--- config.mk ---
export PLATFORM = sky130hd
export DESIGN_NAME = imem_patch_ctrl
export DESIGN_NICKNAME = d
export VERILOG_FILES = /design/src/rtl/imem_pkg.sv /design/src/rtl/imem_patch_ctrl_key_fifo.sv /design/src/rtl/imem_patch_ctrl.sv
export SDC_FILE = /design/constraint.sdc
export NUM_CORES = 1
export LEC_CHECK = 0
export ABC_AREA = 1
export BUFFER_PORTS_ARGS = -buffer_cell sky130_fd_sc_hd__buf_2
export CELL_PAD_IN_SITES_DETAIL_PLACEMENT = 0
export CELL_PAD_IN_SITES_GLOBAL_PLACEMENT = 1
export CORE_AREA = 2 2 78 80
export CTS_CLUSTER_DIAMETER = 50
export CTS_CLUSTER_SIZE = 8
export DETAILED_ROUTE_END_ITERATION = 6
export DIE_AREA = 0 0 80 82
export HOLD_SLACK_MARGIN = 0.02
export PLACE_DENSITY = 0.94
export SYNTH_ARGS = -nofsm -noshare
export SYNTH_HDL_FRONTEND = slang
export SYNTH_HIERARCHICAL = 1
export SYNTH_SLANG_ARGS = --single-unit
--- constraint.sdc ---
create_clock -name CLK -period 4 [get_ports CLK]
set_input_delay 0.8 -clock CLK [delete_from_list [all_inputs] [get_ports CLK]]
set_output_delay 0.8 -clock CLK [all_outputs]
set_load 0.01 [all_outputs]
--- src/rtl/imem_pkg.sv ---
// Shared constants and FSM state type for the instruction-memory patch controller.
// The key-buffering variant of the controller is selected with KEY_FIFO_EN.
package imem_pkg;

  localparam int unsigned ADDR_W    = 9;
  localparam int unsigned FLAG_WORD = 17;
  localparam int unsigned CODE_WORD = 19;
  localparam logic [31:0] ACK_PC    = 32'h0000_0050;
  localparam logic [31:0] FLAG_BASE = 32'hE359_0000;
  localparam logic [31:0] CODE_BASE = 32'hE3A0_2000;

  typedef enum logic [2:0] {
    INIT_CLR = 3'd0,
    IDLE     = 3'd1,
    WR_CODE  = 3'd2,
    WR_FLAG  = 3'd3,
    WAIT_ACK = 3'd4,
    CLR_FLAG = 3'd5
  } patch_state_t;

endpackage

--- src/rtl/imem_patch_ctrl_key_fifo.sv ---
// Small synchronous key FIFO with asynchronous reset; used when KEY_FIFO_EN is defined.
module key_fifo #(
  parameter int unsigned DEPTH = 4,
  parameter int unsigned W     = 5
) (
  input  logic         CLK,
  input  logic         reset,
  input  logic         push,
  input  logic [W-1:0] din,
  input  logic         pop,
  output logic [W-1:0] dout,
  output logic         full,
  output logic         empty
);

  localparam int unsigned PW = $clog2(DEPTH);

  logic [W-1:0] mem [DEPTH];
  logic [PW-1:0] rd_ptr;
  logic [PW-1:0] wr_ptr;
  logic [PW:0]   count;
  logic          do_push;
  logic          do_pop;

  assign full    = (count == (PW+1)'(DEPTH));
  assign empty   = (count == '0);
  assign do_push = push && !full;
  assign do_pop  = pop && !empty;
  assign dout    = mem[rd_ptr];

  always_ff @(posedge CLK or posedge reset) begin
    if (reset) begin
      for (int i = 0; i < DEPTH; i++) mem[i] <= '0;
      rd_ptr <= '0;
      wr_ptr <= '0;
      count  <= '0;
    end else begin
      if (do_push) begin
        mem[wr_ptr] <= din;
        wr_ptr      <= wr_ptr + 1'b1;
      end
      if (do_pop) rd_ptr <= rd_ptr + 1'b1;
      // Simultaneous push and pop leave the occupancy unchanged.
      if (do_push && !do_pop)      count <= count + 1'b1;
      else if (do_pop && !do_push) count <= count - 1'b1;
    end
  end

endmodule

--- src/rtl/imem_patch_ctrl.sv ---
// Sequences keyboard-driven patching of the polled CMP r9 flag and MOV r2 code words.
// Define KEY_FIFO_EN to place a 4-entry key FIFO in front of the FSM.
module imem_patch_ctrl
  import imem_pkg::*;
#(
  parameter int unsigned ADDR_W    = imem_pkg::ADDR_W,
  parameter int unsigned FLAG_WORD = imem_pkg::FLAG_WORD,
  parameter int unsigned CODE_WORD = imem_pkg::CODE_WORD,
  parameter logic [31:0] ACK_PC    = imem_pkg::ACK_PC,
  parameter int unsigned TIMEOUT   = 1024,
  parameter logic [31:0] FLAG_BASE = imem_pkg::FLAG_BASE,
  parameter logic [31:0] CODE_BASE = imem_pkg::CODE_BASE
) (
  input  logic              CLK,
  input  logic              reset,
  input  logic              key_valid,
  input  logic [4:0]        key_code,
  output logic              key_ready,
  input  logic [31:0]       pc,
  output logic              mem_we,
  output logic [ADDR_W-1:0] mem_waddr,
  output logic [31:0]       mem_wdata,
  output logic              busy,
  output logic              ack_pulse,
  output logic              drop_pulse,
  output patch_state_t      dbg_state
);

  // Handshake: a key transfers on a rising CLK edge where key_valid && key_ready.
  localparam int unsigned CNT_W = (TIMEOUT > 1) ? $clog2(TIMEOUT) : 1;

  patch_state_t      state_q, state_d;
  logic [4:0]        code_q, code_d;
  logic [CNT_W-1:0]  cnt_q, cnt_d;
  logic              we_d, ack_d, drop_d, busy_d;
  logic [ADDR_W-1:0] waddr_d;
  logic [31:0]       wdata_d;
  logic              accept;
  logic              key_avail;
  logic [4:0]        key_in;

`ifdef KEY_FIFO_EN
  logic fifo_full, fifo_empty;
  logic [4:0] fifo_dout;

  key_fifo #(.DEPTH(4), .W(5)) u_key_fifo (
    .CLK   (CLK),
    .reset (reset),
    .push  (key_valid && key_ready),
    .din   (key_code),
    .pop   (accept),
    .dout  (fifo_dout),
    .full  (fifo_full),
    .empty (fifo_empty)
  );

  assign key_ready = !fifo_full;
  assign key_avail = !fifo_empty;
  assign key_in    = fifo_dout;
`else
  assign key_avail = key_valid && key_ready;
  assign key_in    = key_code;

  always_ff @(posedge CLK or posedge reset) begin
    if (reset) key_ready <= 1'b0;
    else       key_ready <= (state_d == IDLE);
  end
`endif

  assign dbg_state = state_q;

  always_comb begin
    state_d = state_q;
    code_d  = code_q;
    cnt_d   = cnt_q;
    we_d    = 1'b0;
    waddr_d = '0;
    wdata_d = '0;
    ack_d   = 1'b0;
    drop_d  = 1'b0;
    accept  = 1'b0;
    case (state_q)
      INIT_CLR: begin
        we_d    = 1'b1;
        waddr_d = ADDR_W'(FLAG_WORD);
        wdata_d = FLAG_BASE;
        state_d = IDLE;
      end
      IDLE: begin
        if (key_avail) begin
          accept  = 1'b1;
          code_d  = key_in;
          state_d = WR_CODE;
        end
      end
      WR_CODE: begin
        we_d    = 1'b1;
        waddr_d = ADDR_W'(CODE_WORD);
        wdata_d = CODE_BASE | {27'b0, code_q};
        state_d = WR_FLAG;
      end
      WR_FLAG: begin
        we_d    = 1'b1;
        waddr_d = ADDR_W'(FLAG_WORD);
        wdata_d = FLAG_BASE | 32'd1;
        cnt_d   = '0;
        state_d = WAIT_ACK;
      end
      WAIT_ACK: begin
        // The fetch check comes first so an ack on the last counted cycle still wins.
        if (pc == ACK_PC) begin
          ack_d   = 1'b1;
          state_d = CLR_FLAG;
        end else if (cnt_q == CNT_W'(TIMEOUT - 1)) begin
          drop_d  = 1'b1;
          state_d = CLR_FLAG;
        end else begin
          cnt_d = cnt_q + 1'b1;
        end
      end
      CLR_FLAG: begin
        we_d    = 1'b1;
        waddr_d = ADDR_W'(FLAG_WORD);
        wdata_d = FLAG_BASE;
        state_d = IDLE;
      end
      default: state_d = INIT_CLR;
    endcase
    busy_d = (state_d != IDLE);
  end

  always_ff @(posedge CLK or posedge reset) begin
    if (reset) begin
      state_q    <= INIT_CLR;
      code_q     <= '0;
      cnt_q      <= '0;
      mem_we     <= 1'b0;
      mem_waddr  <= '0;
      mem_wdata  <= '0;
      ack_pulse  <= 1'b0;
      drop_pulse <= 1'b0;
      busy       <= 1'b1;
    end else begin
      state_q    <= state_d;
      code_q     <= code_d;
      cnt_q      <= cnt_d;
      mem_we     <= we_d;
      mem_waddr  <= waddr_d;
      mem_wdata  <= wdata_d;
      ack_pulse  <= ack_d;
      drop_pulse <= drop_d;
      busy       <= busy_d;
    end
  end

endmodule

# ---- After elaboration in Yosys (flattened, before gate mapping)
# Cells that the tools add are included.
dict set report totals {
  reg_bits 64
  inputBits 40
  output_inout_bits 49
  elab_cells 45
}
dict set report classes {
  n_addsub 1
  eq_ne 11
  n_mux 15
  reduce_logical 8
}
# op count
set op_table {}
lappend op_table {{$pmux W32 S3} 1}
lappend op_table {{$eq A32 B7 Y1 const B} 1}
lappend op_table {{$mux W10} 2}
lappend op_table {{$pmux W10 S2} 1}
lappend op_table {{$pmux W3 S5} 1}
lappend op_table {{$add A10 B1 Y10 const B} 1}
lappend op_table {{$eq A10 B10 Y1 const B} 1}
lappend op_table {{$pmux W5 S2} 1}
lappend op_table {{$mux W3} 3}
lappend op_table {{$eq A3 B1 Y1 const B} 2}
lappend op_table {{$eq A3 B2 Y1 const B} 2}
lappend op_table {{$eq A3 B3 Y1 const B} 2}
lappend op_table {{$mux W1} 6}
lappend op_table {{$ne A2 B2 Y1 const B} 2}
lappend op_table {{$reduce_or A4 Y1} 1}
lappend op_table {{$logic_not A3 Y1} 1}
lappend op_table {{$ne A3 B1 Y1 const B} 1}
lappend op_table {{$reduce_and A3 Y1} 1}
lappend op_table {{$reduce_or A3 Y1} 1}
lappend op_table {{$reduce_and A2 Y1} 1}
lappend op_table {{$reduce_bool A2 Y1} 1}
lappend op_table {{$reduce_or A2 Y1} 1}
lappend op_table {{$logic_and A1 B1 Y1} 1}

# ---- Logic depth before layout (Yosys ltp)
dict set report depth {
  word_depth 5
  depth_mapped 9
  ltp_nobuf 9
}

# ---- Worst setup path after synthesis
# OpenSTA, ideal clock, no wires.
dict set report synth_timing {
  path_kind {input port to flip-flop}
  startpoint {input port pc[23]}
  endpoint {register cnt_q[5]}
  arrival_time_ps 1589
  path_slack_ps 2294
  path_stages 8
  path_buffers 1
  path_cell_list {nor2_1 > and2_1 > nand2_1 > nor2_2 > nand3_2 > buf_2 > nand3_1 > nand2_1}
}
dict set report synth_between {
  elab_chain_cells 3
}
# item line_no
set synth_rtl {}
lappend synth_rtl {{start: declaration} imem_patch_ctrl.sv:19} ;# input logic [31:0] pc,
lappend synth_rtl {{$eq A32 B7 Y1} imem_patch_ctrl.sv:111} ;# if (pc == ACK_PC) begin
lappend synth_rtl {{$ne A2 B2 Y1 (no line)} n/a}
lappend synth_rtl {{$reduce_and A3 Y1 (no line)} n/a}
lappend synth_rtl {{end signal: assignment} imem_patch_ctrl.sv:146} ;# cnt_q <= cnt_d;
lappend synth_rtl {{end: declaration} imem_patch_ctrl.sv:34} ;# logic [CNT_W-1:0] cnt_q, cnt_d;
# Every way passes these cells.
# A chain may end at the register's enable or synchronous reset.

# ---- Worst setup path after layout
dict set report layout_timing {
  startpoint {register cnt_q[0]}
  endpoint {register cnt_q[3]}
}
dict set report layout_between {
  elab_chain_cells 4
}
# item line_no
set layout_rtl {}
lappend layout_rtl {{$add A10 B1 Y10} imem_patch_ctrl.sv:118} ;# cnt_d = cnt_q + 1'b1;
lappend layout_rtl {{$mux W10} imem_patch_ctrl.sv:114} ;# end else if (cnt_q == CNT_W'(TIMEOUT - 1)) begin
lappend layout_rtl {{$mux W10} imem_patch_ctrl.sv:111}
lappend layout_rtl {{$pmux W10 S2} imem_patch_ctrl.sv:82} ;# case (state_q)
# Parallel ways exist; a longest one is shown, timed or not. The select of a mux whose other input is x is not followed.

==> results.tsv <==
stage	metric	value	unit
timing	tightest_slew	1.13	ns
timing	rsz0062_at_grt	false	
logic_synthesis	ys_ff_latch	31	
final_layout	antenna_cells	0	
cts	clkSlewWorstSetupHoldPaths	0.06	ns
detailed_routing	dr_total_vias	1604	
final_layout	fin_nets	354	
detailed_routing	wire_per_inst	9.04	µm
timing	final_max_slew_viol_count	0	
timing	holdWs	0.470	ns
critical_path	criticalPathCategory	flop to flop	
cts	clkLatencyLatePin	0.28	ns
power_and_ir_drop	p_per_area	472	mW/mm²
placement	placed_cells	381	
cts	htree_num_levels	2	
critical_path	worst-endpoint-arrival	2.07	ns
timing	finalHoldViolCount	0	
placement	hpwl	2740	µm
logic_synthesis	synthCells	254	
logic_synthesis	netlist_area	0.00190	mm²
power_and_ir_drop	p_sw	394	µW
logic_synthesis	ys_warn_count	6	
die	fp.dieH	82	µm
cts	cts_buffers	5	
die	core_region_area	0.00575	mm²
critical_path	cp-start-kind	flop	
power_and_ir_drop	pwr-share-clk	21.6	%
timing	period_share	46.3	%
detailed_routing	route.detailed.drc	0	
timing	fin_tns_setup	0	ns
power_and_ir_drop	peakVddDrop	0.219	mV
cts	cts_hold_buf	0	
final_layout	area_growth	17.1	%
timing	skew	0.00923	ns
power_and_ir_drop	p_comb_share	35.7	%
final_layout	drive_gt1_share	30.9	%
status	outcome	complete, no violations	
global_route	grt_overflow_total	0	
cts	cts.sinks	31	
timing	min_period	1.85	ns
power_and_ir_drop	switching_share	37.4	%
cts	cts_tree	done	
die	start_util	33.1	%
critical_path	crit_fanout	11	
logic_synthesis	synth.avg_cell_area	7.50	µm²
detailed_routing	drt_iter0_drc	54	
cts	clock_tree.root_cell	clkbuf_8	
global_route	grt_pass1_wl	5630	µm
global_route	grt_pass1_vias	1340	
cts	post_cts_resized	0	
worst_hold_path	hold_path.class	flop to flop	
die	dieArea	0.00656	mm²
detailed_routing	via_per_inst	4.12	
final_layout	fillers	621	
final_layout	instances_no_fill	389	
die	num_rows	28	
die	ios	89	
logic_synthesis	synth_seq_area_share	40.8	%
global_route	grt_max_degree	32	
power_and_ir_drop	seq_power_share	42.6	%
power_and_ir_drop	p_int	659	µW
timing	setup_viol	0	
global_route	grtUsageTotal	11.1	%
cts	cts_buffer_depth	2	
die	die_w	80	µm
logic_synthesis	synth_cell_types	27	
detailed_routing	wirelength	3520	µm
cts	cts_setup_buffers	0	
power_and_ir_drop	leakagePower	1.27	nW
critical_path	end_kind	flop	
detailed_routing	firstDrtPassIters	4	
detailed_routing	drtAntennaViolNets	0	
placement	io_buffers	67	
timing	max_freq	0.540	GHz
global_route	antenna_found_initial	0	
placement	gp_congestion	0.811	
critical_path	required	4.21	ns
timing	slew_headroom	24.9	%
flow_run	drv_cap	0	
[registers in the layout (all words and copies together) (netlist names)]
register / count
ack_pulse: 1
busy: 1
cnt_q: 10
code_q: 5
dbg_state: 3
drop_pulse: 1
key_ready: 1
mem_waddr: 2
mem_wdata: 6
mem_we: 1
[layout by cell type (no fill, tap or decap), types with 2 or more instances in the layout]
| cell | Yosys | final |
|---|---|---|
| a21oi_1 | 2 | 2 |
| dfrtp_1 | 30 | 30 |
| nand3_1 | 15 | 15 |
| nor2_2 | 3 | 3 |
| nor2_1 | 31 | 31 |
| clkbuf_8 | 0 | 5 |
| nand3_2 | 4 | 4 |
| nand2_1 | 64 | 64 |
| nand4_1 | 6 | 6 |
| nand2_2 | 5 | 5 |
| buf_2 | 3 | 67 |
| inv_2 | 6 | 6 |
| inv_1 | 31 | 31 |
| o21ai_0 | 6 | 6 |
| nor2_4 | 3 | 3 |
| buf_4 | 33 | 2 |
| conb_1 | 1 | 21 |
| clkbuf_1 | 0 | 3 |
[layer usage]
metal  wire length [µm]  track usage [%]  vias up
li1                   -                -      833
met1               1450             11.3      722
met2               1810             20.6       43
met3                224             3.96        6
met4                 38             4.24        0
met5                  0                0        -
[through the flow]
stage	instance area, µm²	utilization, %	worst slack [ns]	total power, mW
floorplan	1980	-	2.29	0.777
global placement	2150	37.4	2.01	0.827
detailed placement	2150	37.4	1.97	0.835
CTS	2230	38.8	2.18	1.07
global route	2230	38.8	2.00	1.14
finish	2230	38.8	2.15	1.05
[area by class of cell]
class	instances	area (µm²)	area share [%]
clock buffer	8	80.1	3.59
inverter	37	139	6.23
multi-input combinational	169	790	35.4
sequential	31	777	34.8
tap	75	93.8	4.21
timing repair buffer	69	350	15.7
[power by group through the flow]
stage	combinational (mW)	sequential (mW)	clock (mW)
finish	0.376	0.449	0.228
global route	0.430	0.460	0.250
floorplan	0.307	0.470	0
detailed placement	0.380	0.455	0
global placement	0.375	0.452	0
CTS	0.382	0.449	0.234
[worst max-delay path, stage by stage (launching register included)]
cell and delay (ns):
dfrtp_1 0.56, ha_1 0.30, nand2_2 0.09, nor2_4 0.17
nand3_2 0.09, nand2_1 0.07, nand2_2 0.17, nand2_4 0.19
nand2_1 0.08, nand2_1 0.06
[cells in the mapped netlist]
cell type	instances	share of area [%]
inv_2	6	1.2
dfrtp_1	30	39
nand3_2	4	2.1
dfstp_2	1	1.4
buf_6	1	0.59
nor3b_1	1	0.39
nor2_1	31	6.1
nand2_4	1	0.59
o21ai_0	6	1.6
conb_1	1	0.20
nand3_1	15	3.9
buf_2	3	0.79
nor2_4	3	1.8
and2_0	1	0.33
mux2_1	1	0.59
o21ai_1	1	0.26
nand2_2	5	1.6
ha_1	1	0.66
xor2_1	1	0.46
buf_4	33	13
nand2_1	64	13
nor2_2	3	0.99
nand4_1	6	2.0
and2_1	1	0.33
xnor2_1	1	0.46
a21oi_1	2	0.53
inv_1	31	6.1
[logic make-up after synthesis]
kind of cell	Yosys count	share of synthesized area (%)
flip-flops	31	40.8
other	1	0.197
multiplexers	1	0.591
buffers and inverters	74	21.7
adder cells (fa/ha/maj)	1	0.657
AO/OA/AOI/OAI	9	2.37
AND/OR/NAND/NOR	135	32.8
XOR/XNOR	2	0.920
[path summary, 6_finish.rpt]
| kind | start | to | slack [ns] | cells past startpoint |
|---|---|---|---|---|
| max | cnt_q[0] | cnt_q[3] | 2.15 | 9 |
| min | code_q[0] | mem_wdata[0] | 0.47 | 2 |
| max reg2reg | cnt_q[0] | cnt_q[3] | 2.15 | 9 |
| min reg2reg | code_q[0] | mem_wdata[0] | 0.47 | 2 |
| max in group asynchronous | reset | mem_wdata[4] | 2.51 | 2 |
| min in group asynchronous | reset | code_q[3] | 0.80 | 2 |
Power figures use the tool's default switching activity.
